<file path="src/rtl/flow_led_pkg.sv">
// Shared types and start-pattern helper for the flowing-LED pattern engine.
package flow_led_pkg;

    typedef enum logic [1:0] {
        SHIFT_R = 2'd0,
        SHIFT_L = 2'd1,
        BOUNCE  = 2'd2,
        FILL    = 2'd3
    } led_mode_t;

    typedef enum logic [1:0] {
        OFF  = 2'd0,
        RUN  = 2'd1,
        HOLD = 2'd2
    } led_state_t;

    typedef enum logic {
        RIGHT = 1'b0,
        LEFT  = 1'b1
    } dir_t;

    localparam int MAX_WIDTH = 32;

    // Start value of each pattern; callers keep the low `width` bits.
    function automatic logic [MAX_WIDTH-1:0] start_pattern(input led_mode_t mode, input int width);
        logic [MAX_WIDTH-1:0] msb;
        msb = '0;
        msb[width-1] = 1'b1;
        case (mode)
            SHIFT_R, BOUNCE: return msb;
            SHIFT_L:         return 32'd1;
            default:         return '0;
        endcase
    endfunction

endpackage

</file>
<file path="src/rtl/flow_led_tick.sv">
// Step-rate divider: pulses step once every speed+1 running cycles.
module flow_led_tick
    import flow_led_pkg::*;
#(
    parameter int SPEED_W = 4
) (
    input  logic               clk_bps,
    input  logic               rst,
    input  logic               clr,
    input  logic               run,
    input  logic [SPEED_W-1:0] speed,
    output logic               step
);

    logic [SPEED_W-1:0] cnt;

    // >= rather than == so lowering speed below the count steps immediately.
    assign step = run && (cnt >= speed);

    always_ff @(posedge clk_bps or posedge rst) begin
        if (rst) begin
            cnt <= '0;
        end else if (clr) begin
            cnt <= '0;
        end else if (run) begin
            cnt <= step ? '0 : cnt + 1'b1;
        end
    end

endmodule

</file>
<file path="src/rtl/flow_led_engine.sv">
// Run-time selectable LED pattern generator: shift right/left, bounce, bar-fill,
// with programmable step rate, freeze and a period-complete wrap pulse.
module flow_led_engine
    import flow_led_pkg::*;
#(
    parameter int WIDTH   = 6,
    parameter int SPEED_W = 4
) (
    input  logic               clk_bps,
    input  logic               rst,
    input  logic               en,
    input  logic [1:0]         mode,
    input  logic [SPEED_W-1:0] speed,
    input  logic               hold,
    output logic [WIDTH-1:0]   led,
    output logic               wrap
);

    localparam logic [WIDTH-1:0] LSB = WIDTH'(1);
    localparam logic [WIDTH-1:0] MSB = LSB << (WIDTH - 1);

    led_state_t       state, state_nxt;
    led_mode_t        mode_in, mode_q;
    dir_t             dir, dir_nxt, step_dir;
    logic [WIDTH-1:0] led_nxt, step_led, start_cur, start_q;
    logic             wrap_nxt, step_wrap;
    logic             mode_chg, clr, run, step;
    logic             onehot, bar, going_right;

    assign mode_in   = led_mode_t'(mode);
    assign start_cur = WIDTH'(start_pattern(mode_in, WIDTH));
    assign start_q   = WIDTH'(start_pattern(mode_q, WIDTH));
    assign mode_chg  = (mode_in != mode_q);

    // Divider controls are derived without the step result to keep the loop open.
    assign clr = !en || (state == OFF) || mode_chg;
    assign run = en && (state == RUN) && !mode_chg && !hold;

    flow_led_tick #(.SPEED_W(SPEED_W)) u_tick (
        .clk_bps (clk_bps),
        .rst     (rst),
        .clr     (clr),
        .run     (run),
        .speed   (speed),
        .step    (step)
    );

    // Next pattern value if a step happens this edge.
    always_comb begin
        step_led    = led;
        step_dir    = dir;
        step_wrap   = 1'b0;
        going_right = 1'b0;
        onehot      = (led != '0) && ((led & (led - LSB)) == '0);
        bar         = ((~led) & ((~led) + LSB)) == '0;
        case (mode_q)
            SHIFT_R: begin
                if (!onehot) begin
                    step_led = start_q;
                end else if (led == LSB) begin
                    step_led  = start_q;
                    step_wrap = 1'b1;
                end else begin
                    step_led = led >> 1;
                end
            end
            SHIFT_L: begin
                if (!onehot) begin
                    step_led = start_q;
                end else if (led == MSB) begin
                    step_led  = start_q;
                    step_wrap = 1'b1;
                end else begin
                    step_led = led << 1;
                end
            end
            BOUNCE: begin
                if (!onehot) begin
                    step_led = start_q;
                    step_dir = RIGHT;
                end else begin
                    // An endpoint always forces the direction away from it.
                    going_right = ((dir == RIGHT) && !led[0]) || led[WIDTH-1];
                    step_led    = going_right ? (led >> 1) : (led << 1);
                    if (step_led[0]) begin
                        step_dir = LEFT;
                    end else if (step_led[WIDTH-1]) begin
                        step_dir  = RIGHT;
                        step_wrap = !going_right;
                    end else begin
                        step_dir = going_right ? RIGHT : LEFT;
                    end
                end
            end
            default: begin
                if (!bar) begin
                    step_led = start_q;
                end else if (&led) begin
                    step_led  = '0;
                    step_wrap = 1'b1;
                end else begin
                    step_led = (led >> 1) | MSB;
                end
            end
        endcase
    end

    always_comb begin
        state_nxt = state;
        led_nxt   = led;
        dir_nxt   = dir;
        wrap_nxt  = 1'b0;
        if (!en) begin
            state_nxt = OFF;
            led_nxt   = '0;
            dir_nxt   = RIGHT;
        end else begin
            case (state)
                OFF: begin
                    state_nxt = RUN;
                    led_nxt   = start_cur;
                    dir_nxt   = RIGHT;
                end
                RUN, HOLD: begin
                    if (mode_chg) begin
                        state_nxt = RUN;
                        led_nxt   = start_cur;
                        dir_nxt   = RIGHT;
                    end else if (hold) begin
                        state_nxt = HOLD;
                    end else if (state == HOLD) begin
                        state_nxt = RUN;
                    end else if (step) begin
                        led_nxt  = step_led;
                        dir_nxt  = step_dir;
                        wrap_nxt = step_wrap;
                    end
                end
                default: begin
                    state_nxt = OFF;
                    led_nxt   = '0;
                    dir_nxt   = RIGHT;
                end
            endcase
        end
    end

    always_ff @(posedge clk_bps or posedge rst) begin
        if (rst) begin
            state  <= OFF;
            led    <= '0;
            dir    <= RIGHT;
            wrap   <= 1'b0;
            mode_q <= SHIFT_R;
        end else begin
            state  <= state_nxt;
            led    <= led_nxt;
            dir    <= dir_nxt;
            wrap   <= wrap_nxt;
            mode_q <= mode_in;
        end
    end

endmodule

</file>
<file path="config.mk">
export PLATFORM = sky130hd
export DESIGN_NAME = flow_led_engine
export DESIGN_NICKNAME = d
export VERILOG_FILES = /design/src/rtl/flow_led_pkg.sv /design/src/rtl/flow_led_tick.sv /design/src/rtl/flow_led_engine.sv
export SDC_FILE = /design/constraint.sdc
export NUM_CORES = 1
export LEC_CHECK = 0
export CORE_MARGIN = 3
export CORE_UTILIZATION = 25
export DETAILED_ROUTE_END_ITERATION = 16
export HOLD_SLACK_MARGIN = 0.15
export PLACE_DENSITY = 0.47
export SYNTH_ARGS = -nofsm -noshare
export SYNTH_HDL_FRONTEND = slang
export SYNTH_SLANG_ARGS = --single-unit
</file>
<file path="constraint.sdc">
create_clock -name clk_bps -period 1.8 [get_ports clk_bps]
set_input_delay 0.54 -clock clk_bps [delete_from_list [all_inputs] [get_ports clk_bps]]
set_output_delay 0.54 -clock clk_bps [all_outputs]
set_load 0.01 [all_outputs]
</file>
* Word level (Yosys, flattened, before mapping) *
Index checks and enable logic that the tools add are counted.

cells by class
  add/subtract/negate cells = 3
  $mul = 0
  div/mod/pow operators = 0
  order comparisons = 1
  equal/unequal tests = 14
  shift operators = 0
  muxes and demuxes = 52
  bitwise operators = 4
  reductions and logical operators = 27

operator list
  operator                                                            count
  6-bit 2-to-1 mux                                                    13
  6-bit one-hot mux with 2 select lines                               3
  1-bit 2-to-1 mux                                                    26
  6-bit one-hot mux with 3 select lines                               1
  6-bit bitwise AND                                                   2
  6-bit logical NOT                                                   2
  4-bit 2-to-1 mux                                                    3
  2-bit 2-to-1 mux                                                    4
  4-bit by 3-bit != test with 1-bit output, second input constant     2
  4-bit != test, second input constant                                2
  6-bit by 1-bit adder with 6-bit output, second input constant       1
  2-bit by 1-bit == test with 1-bit output, second input constant     3
  2-bit == test, second input constant                                3
  6-bit by 1-bit == test with 1-bit output, second input constant     1
  6-bit == test, second input constant                                1
  1-bit logical AND                                                   6
  2-bit logical NOT                                                   3
  6-bit NOT                                                           1
  6-bit AND reduction                                                 1
  6-bit nonzero test                                                  1
  2-bit OR reduction                                                  3
  6-bit by 1-bit subtractor with 6-bit output, second input constant  1
  1-bit logical NOT                                                   5
  5-bit != test, second input constant                                1
  10 further kinds                                                    12

word-level totals
  register bits after elaboration = 16
  bits in latches = 0
  bits in writable memories = 0
  ROM bits = 0
  input port bits = 10
  output and inout port bits = 7
  logic and storage cells = 107
  memories = 0

* Depth between registers and ports, before layout *
Gate-level depths: netlist of the first run.

  word-level depth = 14
  gate-level depth with buffers = 10

* Cells and area by module *
From an unflattened synthesis of the first run, not the netlist that was laid out.

unflattened totals
  cell total of the unflattened synthesis = 211
  area total of the unflattened synthesis = 1644.1 um^2

modules (own cells, without submodules)
  module           instances  cells an instance  area each (um^2)  seq. area each (um^2)
  flow_led_engine  1          175                1298.7            300.3
  flow_led_tick    1          36                 345.3             100.1

* Least setup slack after synthesis of the first run *
OpenSTA, ideal clock, no wires.

  kind = input -> register
  from = input port speed[0]
  to = register u_tick.cnt[0]
  arrival time = 2.000 ns
  required time = 1.705 ns
  setup slack = -0.296 ns
  stages = 8
  path buffers = 0
  path through = ha_1 -> nand2b_1 -> a21o_1 -> a21o_1 -> a21oi_1 -> nor2_1 -> or3_1 -> o31ai_1

between the ends
  word-level cells in the longest chain between the ends = 5

ends and longest elaborated chain
  item                               line                   text
  from (decl)                        flow_led_engine.sv:13  input logic [SPEED_W-1:0] speed,
  4-bit greater-or-equal comparator  flow_led_tick.sv:18    assign step = run && (cnt >= speed);
  1-bit logical AND                  flow_led_tick.sv:18
  4-bit 2-to-1 mux                   flow_led_tick.sv:26    cnt <= step ? '0 : cnt + 1'b1;
  4-bit 2-to-1 mux                   flow_led_tick.sv:25    end else if (run) begin
  4-bit 2-to-1 mux                   flow_led_tick.sv:23    end else if (clr) begin
  to (signal assigned)               flow_led_tick.sv:26
  to (decl)                          flow_led_tick.sv:15    logic [SPEED_W-1:0] cnt;

Every way passes these cells. The select of a mux whose other input is x is not followed.
A chain may end at the register's enable or synchronous reset.

* Final worst setup path of the first run *
  from = register u_tick.cnt[0]
  to = register u_tick.cnt[2]

between the ends
  word-level cells in the longest chain between the ends = 5

ends and longest elaborated chain
  item                               line
  4-bit greater-or-equal comparator  flow_led_tick.sv:18
  1-bit logical AND                  flow_led_tick.sv:18
  4-bit 2-to-1 mux (*)               flow_led_tick.sv:26
  4-bit 2-to-1 mux (*)               flow_led_tick.sv:25
  4-bit 2-to-1 mux (*)               flow_led_tick.sv:23

Every way passes the cells marked *; elsewhere a longest branch is shown, timed or not. The select of a mux whose other input is x is not followed.

==> results.md, run 1 <==
- The highest clock rate is 496.1 MHz.
- The initial antenna violation count came to 0.
- The most common cell after layout, fill and taps aside is buf_4.
- The count of TritonRoute iterations in the first routing pass is 4.
- Of the available clock period, the critical path in the final layout requires 112.0%.
- The total power draw is 1.061 mW.
- CTS built an H-tree with a depth of 1.
- The most used flip-flop cell after synthesis is dfrtp_1.
- The critical path startpoint category is a flop.
- Entering global routing, the biggest net connects 17 pins.
- The startpoint of the worst hold path is dir.
- In the final layout, the share of cells above drive strength 1 is 45.04%.
- The number of clock sinks is 16.
- In this run the critical register-to-register path is launched from u_tick.cnt[0].
- The number of cells in the finished layout apart from fillers is 357.
- The terminating pin of the worst hold path is dir.
- The critical path is of the flop to flop type.
- The first-pass GRT wire length is 8093 µm.
- Once detailed placement completed, the half-perimeter wirelength came to 3714 µm.
- Counting along the longest clock path gives a buffer depth of 2.
- The utilization of the core after routing is 42.86%.
- Counting distinct cell types in the post-synthesis netlist gives 48.
- The sequential fraction of the synthesis area is 25.06%.
- Timing analysis after detailed placement gives a worst setup slack of -0.8249 ns.
- The final number of hold-violating endpoints is 0.
- The cell area after placement is 2341 µm².
- The remaining routing DRC violations is 0.
- The global router's overall resource usage is 13.43%.
- Dividing the detail-routed via count by the number of cells gives 4.776.
- The element type at the critical path end is a flop.
- In this run the critical register-to-register path is captured at u_tick.cnt[2].
- Counting flops and latches in the post-synthesis netlist gives 16.
- The final layout net count is 307.
- The average instance area after synthesis is 7.910 µm².
- The aggregate global routing overflow is 0.
- The post-synthesis instance area is 1598 µm².
- When the netlist entered floorplanning its net count stood at 226.
- The via count of the first global-routing pass was 1694.
- The depth of the worst hold-timing path is 2.
- At the pin with the least slew margin, the transition time is 0.3570 ns.
- The warning count from the yosys run is 0.
- The count of final max-slew check failures was 0.
- Routability-driven placement finished with a final weighted congestion of 0.8488.
- For this configuration, the core starts out at a cell density of 26.36%.
- In the final routed layout, each cell accounts on average for 13.36 µm.
- Across the VDD grid, the largest voltage drop is 324.8 µV.
- Setup repair after global routing could not meet its margin everywhere.
- After clock tree synthesis, the clock-pin slew on the worst setup and hold paths is 0.07 ns.
- The tightest min-delay check is of the flop to flop type.
- The total of max-cap violations is 0.
- The number of cells produced by synthesis is 202.
- The register-to-register path setup slack is -0.22 ns.
- The count of filler cells inserted in the layout is 620.
- The run finished, with violations left.
- The worst slack on hold paths is 0.5448 ns.
- The number of enable-type register cells in the synthesized netlist is 0.
- Buffers placed on the I/O ports in this run total 16.
- Setup violations remaining at the end of the flow were counted as 12.
- The remaining max-slew budget at the tightest pin is 76.20%.
- TritonCTS built the clock tree.
- The via count is 1705.
- The top cell types in the final layout, fill and taps aside, are buf_4 (64), nor2_1 (21), nand2_1 (18).
- The area growth from synthesis to layout is 62.57%.
- The critical path required time is 1.98 ns.
- The die covers 7387 µm².
- The worst setup slack after layout is -0.2159 ns.
- The iteration-0 DRC count of the detailed router is 113.
- The combined area of the multi-input logic cells is 1308 µm².
- Across the whole layout, storage elements account for 407.9 µm².
- The number of top-level pins is 17.
- The top fanout value on the critical path is 3.
- Counting flops with an async set or reset pin after synthesis yields a share of 100.0%.
- The placed cell count is 348.
- Once layout is done, the placed cells without fillers occupy 2597 µm².
- Power spread over the standard cell area amounts to 408.6 nW/µm².
- In this run, post-CTS hold repair placed 0 buffers.
- The routed design has 4768 µm of wire.
- The setup TNS is -1.675 ns.
- Measured along the y axis, the die boundary spans 85.95 µm.
- For this design the static power due to leakage is 1.217 nW.
- The number of buffers inserted during clock tree synthesis is 3.
- The shortest clock period the worst path allows after layout is 2.016 ns.
- STA puts the critical path data arrival time at 2.20 ns.
- The clock reaches the later pin of the worst-skew pair after 0.25 ns.
- The slowest stage of the critical path belongs to the cell or3_4.
- The final reports fail on setup timing.
- In this design, the stage delay of the slowest critical-path cell is 0.40 ns.
- Walking the worst path, the cells encountered are inv_2 > ha_4 > nand2b_4 > a21o_1 > a21o_1 > a21oi_2 > nor2_1 > or3_4 > buf_6 > nor2_1.
- The core region is 6061 µm².
- The die is 85.95 µm wide.
- The number of cells on the worst reg-to-reg path is 10.
- The floorplan has 28 rows.
- The detail route stage leaves a number of antenna-violating nets equal to 0.
- The clock skew is 0.006192 ns.
- The repair_antennas step left the layout with diodes totalling 0.
- The root buffer selected by CTS is clkbuf_8.
## cell families after synthesis
kind of cell               after synthesis  share of synthesized area, %
adders and majority gates               14                         10.96
xor gates and xnor gates                 7                         3.837
muxes                                    1                        0.6265
and+or+nand+nor                         88                         29.21
buffers and inverters                   26                         8.066
AOI/OAI and AO/OA                       50                         22.24
DFF                                     16                         25.06
## where the power goes
part | total (mW) | internal (mW) | switching [mW]
sequential | 0.384 | 0.370 | 0.0133
clock | 0.283 | 0.157 | 0.126
combinational | 0.395 | 0.198 | 0.197
total | 1.06 | 0.725 | 0.336
## synth_stat cells, types with 3 or more instances
master    count  area (µm²)
a21oi_1       9       45.04
a22oi_1       5       37.54
buf_2         4       20.02
buf_6         3       33.78
dfrtp_1      16       400.4
ha_1         14       175.2
inv_1        16       60.06
nand2_1      20       75.07
nand2b_1      4       25.02
nand3_1       7       35.03
nand4_1       4       25.02
nor2_1       25       93.84
nor2b_1       5       31.28
nor3_1        7       35.03
o211ai_1      3       22.52
o21ai_0      11       55.05
o41ai_1       3       26.28
xor2_1        7       61.31
## layer usage
metal | vias to the layer above | part of all wire, % | GRT usage (%)
met5 | - | 0 | 0
met4 | 0 | 1.8 | 5.036
met3 | 8 | 1.3 | 0.5764
met2 | 19 | 49 | 22.99
met1 | 800 | 48 | 17.78
li1 | 878 | - | -
## state kept, by name (all words and copies together), names as in the netlist
signal / cells
dir: 1
led: 6
mode_q: 2
state: 2
u_tick.cnt: 4
wrap: 1
## area by class of cell
class	instances	area share, %
clock buffers	4	1.734
well taps	75	3.613
inverters	16	2.312
flip-flops and latches	16	15.70
multi-input cells	160	50.34
repair buffers	86	26.30
## critical path, delay by kind of cell (launching register included)
family	cells	cell delay, ns
flops	1	0.39
simple gates	4	0.67
compound gates	3	0.50
buf+inv	2	0.21
fa+ha+maj	1	0.18
## worst max path at each step
stage | start | to
detailed placement | speed[0] | u_tick.cnt[0]
global route | led[2] | led[5]
floorplan | speed[0] | u_tick.cnt[0]
global placement | speed[0] | u_tick.cnt[0]
finish | u_tick.cnt[0] | u_tick.cnt[2]
CTS | u_tick.cnt[0] | u_tick.cnt[0]
## timing repair
action                     4_1_cts  5_1_grt
setup endpoints to repair       19       14
pin swaps                       24       10
resized for setup               37       28
setup buffers                    4        3
(Power assumes the default switching activity.)
==> run 2: changes to the inputs <==
--- a/config.mk
+++ b/config.mk
@@ -5,8 +5,10 @@
 export SDC_FILE = /design/constraint.sdc
 export NUM_CORES = 1
 export LEC_CHECK = 0
+export ABC_AREA = 1
 export CORE_MARGIN = 3
 export CORE_UTILIZATION = 25
+export CTS_CLUSTER_SIZE = 20
 export DETAILED_ROUTE_END_ITERATION = 16
 export HOLD_SLACK_MARGIN = 0.15
 export PLACE_DENSITY = 0.47
==> results.md, run 2 <==
- The share of final-layout standard cells stronger than drive strength 1 was 38.46% (-6.6 points).
- The clock skew is 0.006943 ns (+0.0007510 ns).
- The die height is 83.08 µm (-3.3%).
- The critical path startpoint category is a flop.
- The summed area of non-filler cells in the final layout is 2318 µm² (-11%).
- The top fanout value on the critical path is 4 (+1).
- The number of rows in the core area is 27 (-3.6%).
- Ranked by flip-flop count, first place goes to led.
- The compound-gate portion of the synthesized area came to 15.59% (-6.7 points).
- The number of clock sinks is 16 (unchanged).
- The warning count from the yosys run is 0 (unchanged).
- The routability congestion estimate is 0.8475 (-0.15%).
- The sequential fraction of the synthesis area is 26.96% (+1.9 points).
- After synthesis, the cell types taking the most area are dfrtp_1 (27%), nand2_1 (13%), ha_1 (12%).
- The number of cells produced by synthesis came to 219 (+8.4%).
- The average instance area after synthesis came to 6.782 µm² (-14%).
- The count of filler cells inserted in the layout came to 606 (-2.3%).
- The number of vias per cell after detailed routing came to 4.584 (-4.0%).
- Among all stages on the critical path, the largest delay is contributed by clkdlybuf4s50_1.
- The iteration-0 DRC count of the detailed router was 70 (-38%).
- The clock-pin slew of the registers on the worst-case setup and hold paths is 0.07 ns (about the same).
- The count of hold-fix buffers inserted at cts was 0 (unchanged).
- The post-synthesis instance area came to 1485 µm² (-7.0%).
- The net count after synthesis is 243 (+7.5%).
- The final layout net count is 312 (+1.6%).
- The critical path data arrival time is 1.23 ns (-0.97 ns).
- The final worst-path cycle share is 98.57% (-13 points).
- The adder and majority gate portion of the synthesized area came to 11.79% (+0.83 points).
- The aggregate global routing overflow was 0 (unchanged).
- The dominant combinational cell family by area after synthesis is simple AND/OR/NAND/NOR gates.
- The remaining routing DRC violations is 0 (unchanged).
- The pin count of the biggest net entering global routing is 17 (unchanged).
- Leaving out fill and tap cells, the most frequent cells in the layout are nand2_1 (48), buf_4 (46), inv_1 (30).
- The final number of hold-violating endpoints is 0 (unchanged).
- The register share of total power was 33.6% (-2.6 points).
- The number of buffers inserted by port buffering is 16 (unchanged).
- The delay of the slowest cell on the worst path is 0.56 ns (+0.16 ns).
- The cell area after placement is 1972 µm² (-16%).
- The worst setup slack after layout came to 0.02581 ns (+0.2417 ns).
- The xor and xnor area share after synthesis is 1.769% (-2.1 points).
- The global router's overall resource usage is 12.22% (-1.2 points).
- The share of power burned in the clock network was 22.3% (-4.3 points).
- The most common cell after layout, fill and taps aside is nand2_1.
- STA classifies the critical path endpoint as an output port.
- The critical path's top delay family is buffers and inverters.
- The post-DP HPWL was 3253 µm (-12%).
- The count of final max-slew check failures is 0 (unchanged).
- The total internal power is 0.7845 mW (+8.2%).
- The actual slew at the worst max-slew pin is 0.3776 ns (+0.02059 ns).
- Setup repair after global routing could not meet its margin everywhere.
- The via count was 1641 (-3.8%).
- The shortest clock period the worst path allows after layout is 1.774 ns (-0.2417 ns).
- The number of top-level pins is 17 (unchanged).
- The flip-flop count of the largest register after layout is 6 (unchanged).
- The proportion of synthesized flip-flops having asynchronous set or reset is 100.0% (unchanged).
- The root buffer selected by CTS is clkbuf_8.
- The setup-violating endpoint count in the final report came to 0 (-12).
- The switching portion of total power is 35.37% (+3.7 points).
- The multiplexer area fraction after synthesis came to 0% (-0.63 points).
- The total of max-cap violations was 0 (unchanged).
- The initial core utilization is 26.33% (-0.037 points).
- The highest clock rate is 563.6 MHz (+14%).
- The maximum buffer depth of the clock tree came to 2 (unchanged).
- The number of distinct library cells after synthesis is 28 (-42%).
- The switching power summed over all nets is 0.4294 mW (+28%).
- The count of TritonRoute iterations in the first routing pass is 6 (+2).
- The detail-routed net length per standard cell is 11.46 µm (-14%).
- The number of diodes added for antenna fixing came to 0 (unchanged).
- By instance count, the leading cell after synthesis is nand2_1.
- The clock insertion delay at the later pin of the skew report is 0.25 ns (about the same).
- The die outline area is 6901 µm² (-6.6%).
- The run finished with clean final reports.
- The critical path required time is 1.26 ns (-0.72 ns).
- The total power divided by cell area is 523.6 nW/µm² (+28%).
- The number of buffers inserted during clock tree synthesis was 3 (unchanged).
- The total buffers and inverters traversed by the critical path is 1 (-1).
- The signal on the critical path passes through clkdlybuf4s50_1.
- The initial antenna violation count is 0 (unchanged).
- The remaining antenna violation count after routing came to 0 (unchanged).
- The most used flip-flop cell after synthesis is dfrtp_1.
- The fraction of post-synthesis cell area in the top cell type by area came to 26.96% (+1.9 points).
- The die width came to 83.08 µm (-3.3%).
- The via count of the first global-routing pass came to 1575 (-7.0%).
- The worst IR drop on VDD is 358.2 µV (+10%).
- The minimum setup slack after placement came to -0.5570 ns (+0.2679 ns).
- The critical setup path kind is flop to output port.
- The first-pass GRT wire length is 7182 µm (-11%).
- The simple logic cell fraction of the synthesized area is 33.28% (+4.1 points).
- In the final layout, the registers with the most flip-flops are led: 6 flops, u_tick.cnt: 4 flops.
- The power share of the combinational group is 44.1% (+6.9 points).
- TritonCTS built the clock tree.
- The flip-flop and latch count after synthesis is 16 (unchanged).
- Sorting the synthesized cells by how often they occur yields nand2_1 (52), inv_1 (36), nor2_1 (17).
- The H-tree depth came to 1 (unchanged).
- The static power due to leakage is 1.165 nW (-4.3%).
- The path class of the lowest-slack min-delay path is flop to flop.
- The number of enable-type register cells in the synthesized netlist is 0 (unchanged).
- The total detailed-routing wirelength is 4101 µm (-14%).
- Summed over all instances, the cell type with the most area after synthesis is dfrtp_1.
- The core area is 5642 µm² (-6.9%).
- The remaining max-slew budget at the tightest pin was 74.71% (-1.5 points).
- The area growth from synthesis to layout is 56.11%.
run 2: cell count changes in the layout (fill, tap and decap cells not counted), sizes merged, moves of 5 or more:
cell,change
inv,+22
nor2b,-5
nand2,+40
nor2,-5
nand3,+8
dlygate4sd2,-5
xor2,-6
a22oi,-5
buf,-23
run 2: logic make-up (layout without fill, tap and decap cells):
family          count (synthesis)  count (layout)
simple gates                  107             107
buf+inv                        40             107
compound gates                 39              39
flops                          16              16
fa+ha+maj                      14              14
xor+xnor                        3               3
run 2: power by group through the flow:
stage          clock network [mW]  registers, mW  logic, mW
2_1_floorplan                   0          0.411      0.250
3_3_place_gp                    0          0.417      0.428
3_5_place_dp                    0          0.417      0.425
4_1_cts                     0.282          0.409      0.447
5_1_grt                     0.301          0.411      0.611
6_report                    0.271          0.408      0.535
run 2: path summary, 6_finish.rpt:
check / slack [ns] / startpoint / end / cells past startpoint
worst min-delay path: 0.59 / u_tick.cnt[0] / u_tick.cnt[0] / 2
max in group asynchronous: 0.99 / rst / led[4] / 3
min in group asynchronous: 0.61 / rst / u_tick.cnt[1] / 3
worst max register to register: 0.03 / led[0] / led[0] / 16
worst max-delay path: 0.03 / led[5] / led[5] / 1
worst min register to register: 0.59 / u_tick.cnt[0] / u_tick.cnt[0] / 2
run 2: cell type report:
class                           count  area (µm²)  share of cell area (%)
Multi-Input combinational cell    163        1101                   47.49
Timing Repair Buffer               64       524.3                   22.61
Sequential cell                    16       405.4                   17.49
Inverter                           39       148.9                   6.422
Tap cell                           72       90.09                   3.886
Clock buffer                        3       41.29                   1.781
Timing Repair inverter              1       7.507                  0.3238
run 2: per-layer routing:
metal,routed length [µm],global-route usage (%),vias up
li1,-,-,853
met1,2029,16.82,756
met2,1890,20.12,28
met3,142,2.183,4
met4,38,2.229,0
met5,0,0,-
run 2: stage by stage:
step / hold slack (ns) / std cells / setup TNS (ns) / utilization (%) / power (mW)
2_1_floorplan: 0.4537 / 219 / 0 / - / 0.6609
3_5_place_dp: 0.5801 / 339 / -5.934 / 34.95 / 0.8420
6_report: 0.5929 / 358 / 0 / 41.10 / 1.214
3_3_place_gp: 0.5739 / 339 / -5.488 / 34.95 / 0.8449
5_1_grt: 0.6241 / 358 / -0.5248 / 41.10 / 1.322
4_1_cts: 0.5937 / 349 / 0 / 37.19 / 1.138
run 2: repair_timing:
| item | CTS | global route |
|---|---|---|
| pin swaps | 12 | 14 |
| setup endpoints to repair | 18 | 14 |
| gates resized for setup | 24 | 48 |
| gates cloned | 1 | 0 |
| buffers inserted | 6 | 9 |
==> run 3: changes to the inputs <==
--- a/config.mk
+++ b/config.mk
@@ -6,12 +6,15 @@
 export NUM_CORES = 1
 export LEC_CHECK = 0
 export ABC_AREA = 1
+export CELL_PAD_IN_SITES_DETAIL_PLACEMENT = 1
+export CELL_PAD_IN_SITES_GLOBAL_PLACEMENT = 2
 export CORE_MARGIN = 3
 export CORE_UTILIZATION = 25
 export CTS_CLUSTER_SIZE = 20
 export DETAILED_ROUTE_END_ITERATION = 16
 export HOLD_SLACK_MARGIN = 0.15
-export PLACE_DENSITY = 0.47
+export PLACE_DENSITY = 0.7
+export SLEW_MARGIN = 20
 export SYNTH_ARGS = -nofsm -noshare
 export SYNTH_HDL_FRONTEND = slang
 export SYNTH_SLANG_ARGS = --single-unit
==> constraint.sdc (replaced) <==
create_clock -name clk_bps -period 2.08 [get_ports clk_bps]
set_input_delay 0.624 -clock clk_bps [delete_from_list [all_inputs] [get_ports clk_bps]]
set_output_delay 0.624 -clock clk_bps [all_outputs]
set_load 0.01 [all_outputs]
==> results.md, run 3 (synthesized netlist as in run 2, its figures left out) <==
- The post-DP HPWL is 3648 µm (+12%).
- The pin count of the biggest net entering global routing is 17 (unchanged).
- The via count of the first global-routing pass was 1648 (+4.6%).
- The clock-pin slew of the registers on the worst-case setup and hold paths is 0.07 ns (about the same).
- The flip-flop count of the largest register after layout came to 6 (unchanged).
- The aggregate global routing overflow came to 0 (unchanged).
- The most common cell after layout, fill and taps aside is nand2_1.
- The die height is 83.08 µm (unchanged).
- The register with the highest flop count is led.
- The via count was 1593 (-2.9%).
- Setup repair after global routing left no endpoint under its margin.
- The utilization of the core after routing was 35.73% (-5.4 points).
- In this run the worst hold path is classified as flop to flop.
- The clock insertion delay at the later pin of the skew report was 0.25 ns (about the same).
- Grouping stages by cell kind, the critical path spends the most delay in buffers and inverters.
- The first-pass GRT wire length was 8059 µm (+12%).
- The terminating pin of the worst hold path is u_tick.cnt[0].
- The count of TritonRoute iterations in the first routing pass came to 4 (-2).
- The number of top-level pins is 17 (unchanged).
- The worst setup path is launched from a flop.
- The startpoint identified for the worst hold timing path is u_tick.cnt[0].
- The total detailed-routing wirelength came to 4604 µm (+12%).
- The H-tree depth is 1 (unchanged).
- The number of buffers inserted during clock tree synthesis is 3 (unchanged).
- TritonCTS built the clock tree.
- The final layout net count is 286 (-8.3%).
- The actual slew at the worst max-slew pin is 0.6696 ns (+0.2919 ns).
- The die outline area was 6901 µm² (unchanged).
- The number of diodes added for antenna fixing is 0 (unchanged).
- The detail-routed net length per standard cell is 13.83 µm (+21%).
- The number of vias per cell after detailed routing is 4.784 (+4.4%).
- The critical path data arrival time is 1.36 ns (+0.13 ns).
- The flow ran to the end, and the final reports show no timing, DRC or antenna violations.
- The register-to-register path setup slack is 0.25 ns (+0.22 ns).
- The number of buffers inserted by port buffering is 16 (unchanged).
- The number of rows in the core area came to 27 (unchanged).
- The count of final max-slew check failures is 0 (unchanged).
- The total buffers and inverters traversed by the critical path is 1 (unchanged).
- The static power due to leakage was 1.007 nW (-14%).
- The critical setup path kind is flop to output port.
- The setup-violating endpoint count in the final report is 0 (unchanged).
- The layout overhead on the synthesized area is 35.72%.
- The top fanout value on the critical path is 7 (+3).
- The setup TNS is 0 ns (unchanged).
- The endpoint identified for the worst register-to-register timing path is led[3].
- The depth of the worst hold-timing path is 2 (unchanged).
- The total of max-cap violations is 0 (unchanged).
- The critical path required time is 1.46 ns (+0.20 ns).
- The top cell types in the final layout, fill and taps aside, are nand2_1 (50), inv_1 (34), buf_4 (21).
- The slowest library cell on the worst path is clkdlybuf4s50_1.
- The highest clock rate is 504.3 MHz.
- The delay of the slowest cell on the worst path is 0.60 ns (+0.04 ns).
- The remaining routing DRC violations came to 0 (unchanged).
- The critical path starts at led[3].
- The core area is 5642 µm² (unchanged).
- The routability congestion estimate is 0.8307 (-2.0%).
- The die width is 83.08 µm (unchanged).
- The iteration-0 DRC count of the detailed router is 60 (-14%).
- The total power draw is 1.006 mW (-17%).
- The number of clock sinks was 16 (unchanged).
- The initial core utilization is 26.33% (unchanged).
- In the final layout, the registers with the most flip-flops are led: 6 flops, u_tick.cnt: 4 flops.
- The number of cells on the worst reg-to-reg path came to 9 (-7).
- CTS placed an instance of clkbuf_8 at the clock tree root.
- The global router's overall resource usage is 14.06% (+1.8 points).
- The summed area of non-filler cells in the final layout is 2016 µm² (-13%).
- The cell area after placement is 1874 µm² (-4.9%).
- Walking the worst path, the cells encountered are clkdlybuf4s50_1.
- The share of final-layout standard cells stronger than drive strength 1 is 21.46% (-17 points).
- The worst register-to-register path begins at led[0].
- The clock skew was 0.001542 ns (-0.005401 ns).
- The total power divided by cell area is 498.9 nW/µm² (-4.7%).
- The worst setup path is captured at an output port.
- The remaining antenna violation count after routing is 0 (unchanged).
- The shortest clock period the worst path allows after layout is 1.983 ns.
- The worst IR drop on VDD is 238.0 µV (-34%).
- The maximum buffer depth of the clock tree came to 2 (unchanged).
- The remaining max-slew budget at the tightest pin came to 54.80% (-20 points).
- The initial antenna violation count is 0 (unchanged).
- The final worst-path cycle share is 95.33%.
- The final number of hold-violating endpoints was 0 (unchanged).
[run 3: cell types whose count changed in the layout (fill, tap and decap cells not counted), sizes merged]
cell	before	now
clkdlybuf4s15	3	0
clkdlybuf4s50	7	10
buf	48	22
dlymetal6s2s	2	3
[run 3: how the worst max path moves through the flow]
| stage | endpoint | slack [ns] | cells after the start |
|---|---|---|---|
| floorplan | led[4] | 0.21 | 12 |
| global placement | led[4] | -0.39 | 13 |
| detailed placement | led[3] | -0.48 | 13 |
| CTS | led[1] | 0.004 | 1 |
| global route | led[0] | 0.02 | 16 |
| finish | led[3] | 0.1 | 1 |
[run 3: routing by layer]
metal,part of all wire (%),up-vias,global-route usage [%]
li1,-,796,-
met1,51,773,19.46
met2,46,22,23.03
met3,2.5,2,2.083
met4,0.78,0,3.120
met5,0,-,0
[run 3: area by class of cell]
class / count / area (µm²)
Timing Repair Buffer: 38 / 332.8
Inverter: 39 / 146.4
Tap cell: 72 / 90.09
Timing Repair inverter: 1 / 7.507
Sequential cell: 16 / 402.9
Clock buffer: 4 / 55.05
Multi-Input combinational cell: 163 / 980.9
Fill cell: 711 / 3626
[run 3: what timing repair did]
item | CTS | global route
setup endpoints to repair | 8 | 9
endpoints found under the hold margin | 0 | 0
pin swaps | 13 | 7
setup buffers | 2 | 0
cloned | 1 | 0
hold buffers | 0 | 0
gates resized for setup | 20 | 5
[run 3: power by group]
part           total [mW]  switching [mW]  internal (mW)
sequential          0.358          0.0262          0.331
clock               0.286           0.118          0.168
combinational       0.362           0.210          0.152
total                1.01           0.354          0.652
[run 3: per-stage QoR]
| step | worst slack (ns) | hold slack, ns | std cells |
|---|---|---|---|
| after floorplan | 0.2098 | 0.5272 | 219 |
| after global placement | -0.3936 | 0.5663 | 326 |
| after detailed placement | -0.4832 | 0.5729 | 326 |
| after CTS | 0.004355 | 0.5840 | 333 |
| after global routing | 0.02085 | 0.6135 | 333 |
| final | 0.09713 | 0.5849 | 333 |
[run 3: worst reg2reg max path, delay by kind of cell, from the launching register on]
kind                   cells  cell delay [ns]
AO/OA/AOI/OAI              3             0.46
flip-flops                 1             0.50
AND/OR/NAND/NOR            5             0.72
buffers and inverters      1             0.09
